$ cat src/rtl/sat_counter.sv
// Up-counter that sticks at all-ones instead of wrapping.
// Cleared by a synchronous active-high reset.
module sat_counter #(
    parameter int WIDTH = 8
) (
    input  logic             Clk,
    input  logic             Reset,
    input  logic             Inc,
    output logic [WIDTH-1:0] Value
);

    logic [WIDTH-1:0] r_value;

    always_ff @(posedge Clk) begin
        if (Reset) begin
            r_value <= '0;
        end else if (Inc && (r_value != '1)) begin
            r_value <= r_value + 1'b1;
        end
    end

    assign Value = r_value;

endmodule

$ cat config.mk
export PLATFORM = sky130hd
export DESIGN_NAME = sat_counter
export DESIGN_NICKNAME = d
export VERILOG_FILES = /design/src/rtl/sat_counter.sv
export SDC_FILE = /design/constraint.sdc
export NUM_CORES = 1
export LEC_CHECK = 0
export BUFFER_PORTS_ARGS = -buffer_cell sky130_fd_sc_hd__buf_2
export CAP_MARGIN = 20
export CORE_MARGIN = 3
export CORE_UTILIZATION = 31
export CTS_BUF_LIST = sky130_fd_sc_hd__clkbuf_8
export DETAILED_ROUTE_END_ITERATION = 7
export PLACE_DENSITY_LB_ADDON = 0.08
export SLEW_MARGIN = 20
export SYNTH_ARGS = -nofsm -noshare
export SYNTH_HDL_FRONTEND = slang
export SYNTH_SLANG_ARGS = --single-unit
$ cat constraint.sdc
create_clock -name Clk -period 1.4 [get_ports Clk]
set_input_delay 0.28 -clock Clk [delete_from_list [all_inputs] [get_ports Clk]]
set_output_delay 0.28 -clock Clk [all_outputs]
set_load 0.02 [all_outputs]
==> out/results.txt <==
The flow ran to the end, and the final reports show no timing, DRC or antenna violations. The final count of hold timing violations was 0. The power per standard cell area came out at 997 nW/um^2. The reported max-cap violation count came out at 0.

Setup violations remaining at the end of the flow were counted as 0. Count of cells along the worst hold path: 2. The combinational cell fraction of total power came out at 0.079. Dividing the detail-routed wire length by the instance count gives 13.3 um. The delay of the slowest critical-path stage works out to 0.33 ns. The run gives 414 as the total via count in the routed design. The clock drives 8 sinks. TritonCTS built the clock tree.

The detailed router finished its first iteration with 5 violations. The worst register-to-register path has a depth of 4. The startpoint identified for the worst register-to-register timing path is Value[0]$_SDFFE_PP0P_.

The final routed DRC violation total was 0. The switching power total is 120 uW. Post-synth design cell area: 430 um^2. Setup repair after global routing left no endpoint under its margin. The number of H-tree levels was 1. The source-to-sink clock delay at the later pin of the worst-skew pair was 0.23 ns; the fraction of final layout cells with drive strength greater than 1 was 0.403.

For this run, the leading register cell type out of synthesis is dfxtp_1. For the achievable clock frequency, the log shows 0.741 GHz. The clock arrives with 0.00723 ns of skew. The die is 43.3 um wide. The die covers 1870 um^2. Endpoint class of the critical path: a flip-flop.

Final weighted congestion of routability-driven global placement: 0.822. The destination of the worst hold path is Value[5]$_SDFFE_PP0P_. For the pin with the worst max-slew slack, the measured transition is 0.251 ns. The compound-cell area share of the yosys netlist was 0.259.

The run gives 1.51 ns as the required time at the endpoint of the critical path. Flip-flop and latch count after synthesis: 8. Entering global routing, the biggest net connects 9 pins. A synthesized cell averages 9.36 um^2. The internal portion of the total power is 442 uW. The share of synthesized registers carrying an async set or reset came out at 0.

Using the TritonRoute via totals, the vias-per-cell ratio works out to 5.45. The synthesized-area fraction occupied by xor and xnor cells came out at 0. By area the synthesized netlist is led by dfxtp_1 37%, a21oi_1 5.8%, a21boi_4 4.4%.

The number of gates given a new drive strength after cts was 0; the time the worst path needs with I/O delays and setup was 1.35 ns. Clock tree synthesis selected as its root buffer the cell clkbuf_8. The adder-cell share of the synthesized area was 0.0291.

The biggest area contributor in the post-synthesis netlist is dfxtp_1. The logs give 3 for the number of buffers created by CTS and 1670 um for the first-pass GRT wire length. The run gives 0.832 as the max-slew headroom at the worst pin.

The final layout contains 68 nets. The main combinational cell family by area after synthesis was compound AO/OA/AOI/OAI gates. The initial antenna violation count came out at 0. Summed over all layers, the routed wires come to 1010 um. Walking the worst path, the cells encountered are ha_2 -> and3_4 -> a21boi_4 -> mux2_4. The share of synthesized area occupied by flip-flops and latches came out at 0.372. The share of the synthesized area in the top cell type was 0.372. The buffer levels on the longest clock path was 2. Data on the critical path arrives at its endpoint at 1.46 ns. The die is 43.3 um tall. The type of origin of the critical path is a flip-flop.

The logs give 12 for the standard-cell row count and 11 for the number of top-level design ports. The net switching share of the total power is 0.214, and the flip-flop count of the largest register, all copies and words added is 8. The sum of net half-perimeters after detailed placement was 804 um.

The slowest stage of the critical path belongs to the cell dfxtp_2. The sequential group share of total power is 0.434, and the quantity of I/O buffers inserted on ports is 10. Number of global-route vias before repair: 405. The global router's overall resource usage came out at 0.126.

In this run the critical register-to-register path is captured at Value[0]$_SDFFE_PP0P_. The initial standard-cell utilization of the core was 0.358. Compared with the post-synthesis result, the final layout area differs by 30.8%.

Number of distinct standard cells referenced by the synthesized netlist: 25. The repair_antennas step left the layout with diodes totalling 0. The number of antenna-violating nets in the routed design was 0.

The maximum vdd drop is 541 uV. The pre-antenna-repair detailed-routing pass consisted of 4 iterations. The share of total power in the clock network is 0.487, and the buffer count from post-CTS setup fixing is 0.

The portion of netlist area occupied by mux cells came out at 0.0581. Setup slack on the worst reg-to-reg path comes out at 0.05 ns. Hold repair after CTS inserted 0 buffers. The core box area came out at 1200 um^2.

Setup total negative slack on the finished layout was measured at 0 ns. The run gives 0.323 ns as the worst hold slack after final layout. Clock-pin slew was measured on the worst setup and hold paths at 0.04 ns. For this design the static power due to leakage is 0.244 nW. The top fanout value on the critical path was 6. Counting every instance in the synthesized netlist gives 46. The run gives 50 as the net count after synthesis. The synthesis warning total is 0.

Simple-gate area share of the yosys netlist: 0.247. Yosys mapped a number of flops with a built-in enable equal to 0. The min-delay analysis places its worst path in the category input pin to flip-flop. Startpoint of the lowest-slack hold path: Reset. The ratio of final minimum period to clock period was 0.964.

The run gives 0 as the count of pins over their slew limit. By startpoint and endpoint, the worst setup path is classified as flip-flop to flip-flop. After global routing the overflow that remains totals 0.
area by class of cell:
type	count	area, um^2
Fill cell	122	638
Tap cell	14	17.5
Multi-Input combinational cell	36	258
Timing Repair Buffer	14	80.1
Sequential cell	8	163
Inverter	1	3.75
Clock buffer	3	41.3
through the flow:
stage	utilization	instance area, um^2	total power, mW	setup WS [ns]	instances
after floorplan	-	435	0.274	0.0521	46
after global placement	0.434	522	0.289	0.0790	73
after detailed placement	0.434	522	0.292	0.0556	73
after CTS	0.469	563	0.572	0.0481	76
after global routing	0.469	563	0.597	0.0194	76
final	0.469	563	0.561	0.0505	76
critical path, delay by kind of cell (launching register included):
kind,cells,cell delay [ns]
flops,1,0.33
compound gates,1,0.18
fa+ha+maj,1,0.21
mux,1,0.31
simple gates,1,0.20
layout by cell type (no fill, tap or decap):
master	netlist	layout
buf_2	0	10
dfxtp_1	8	6
a21oi_1	5	5
nand2_1	5	5
buf_4	0	4
clkbuf_8	0	3
dfxtp_2	0	2
and4_1	2	2
nand4_1	2	2
nor3_1	2	2
o21bai_1	2	2
nand3_1	2	2
a211oi_1	2	2
inv_1	1	1
and3_4	1	1
or3_2	1	1
o21ai_1	1	1
a21boi_4	1	1
mux2i_1	1	1
and2b_2	1	1
nor2_1	1	1
mux2_4	1	1
nand2b_1	1	1
o311a_1	1	1
a31oi_1	1	1
a21boi_0	1	1
a311oi_1	1	1
ha_2	0	1
per-layer routing:
layer | vias up | wire (um) | GRT usage
met3 | 5 | 43 | 0.0381
li1 | 208 | - | -
met4 | 0 | 34 | 0.108
met5 | - | 0 | 0
met2 | 9 | 492 | 0.204
met1 | 192 | 444 | 0.128
Yosys cell counts (all sizes together), types with 2 or more instances:
master,instances
dfxtp,8
a21oi,5
nand2,5
a211oi,2
a21boi,2
and4,2
nand3,2
nand4,2
nor3,2
o21bai,2
how the worst max path moves through the flow:
stage	startpoint	to	slack (ns)	depth (start not counted)
floorplan	Value[0]$_SDFFE_PP0P_	Value[0]$_SDFFE_PP0P_	0.05	4
global placement	Value[0]$_SDFFE_PP0P_	Value[0]$_SDFFE_PP0P_	0.08	4
detailed placement	Value[0]$_SDFFE_PP0P_	Value[0]$_SDFFE_PP0P_	0.06	4
CTS	Value[0]$_SDFFE_PP0P_	Value[0]$_SDFFE_PP0P_	0.05	4
global route	Value[0]$_SDFFE_PP0P_	Value[0]$_SDFFE_PP0P_	0.02	4
finish	Value[0]$_SDFFE_PP0P_	Value[0]$_SDFFE_PP0P_	0.05	4
power groups by stage:
stage               combinational (mW)  sequential (mW)  clock [mW]
floorplan                       0.0204            0.254           0
detailed placement              0.0444            0.247           0
CTS                             0.0446            0.243       0.284
global route                    0.0472            0.244       0.305
global placement                0.0429            0.246           0
finish                          0.0443            0.243       0.274
logic make-up after synthesis:
family | after synthesis
AO/OA/AOI/OAI | 15
adder cells (fa/ha/maj) | 1
buffers and inverters | 2
flip-flops | 8
multiplexers | 2
AND/OR/NAND/NOR | 18
Note: power is estimated with default switching activity, not from simulation.
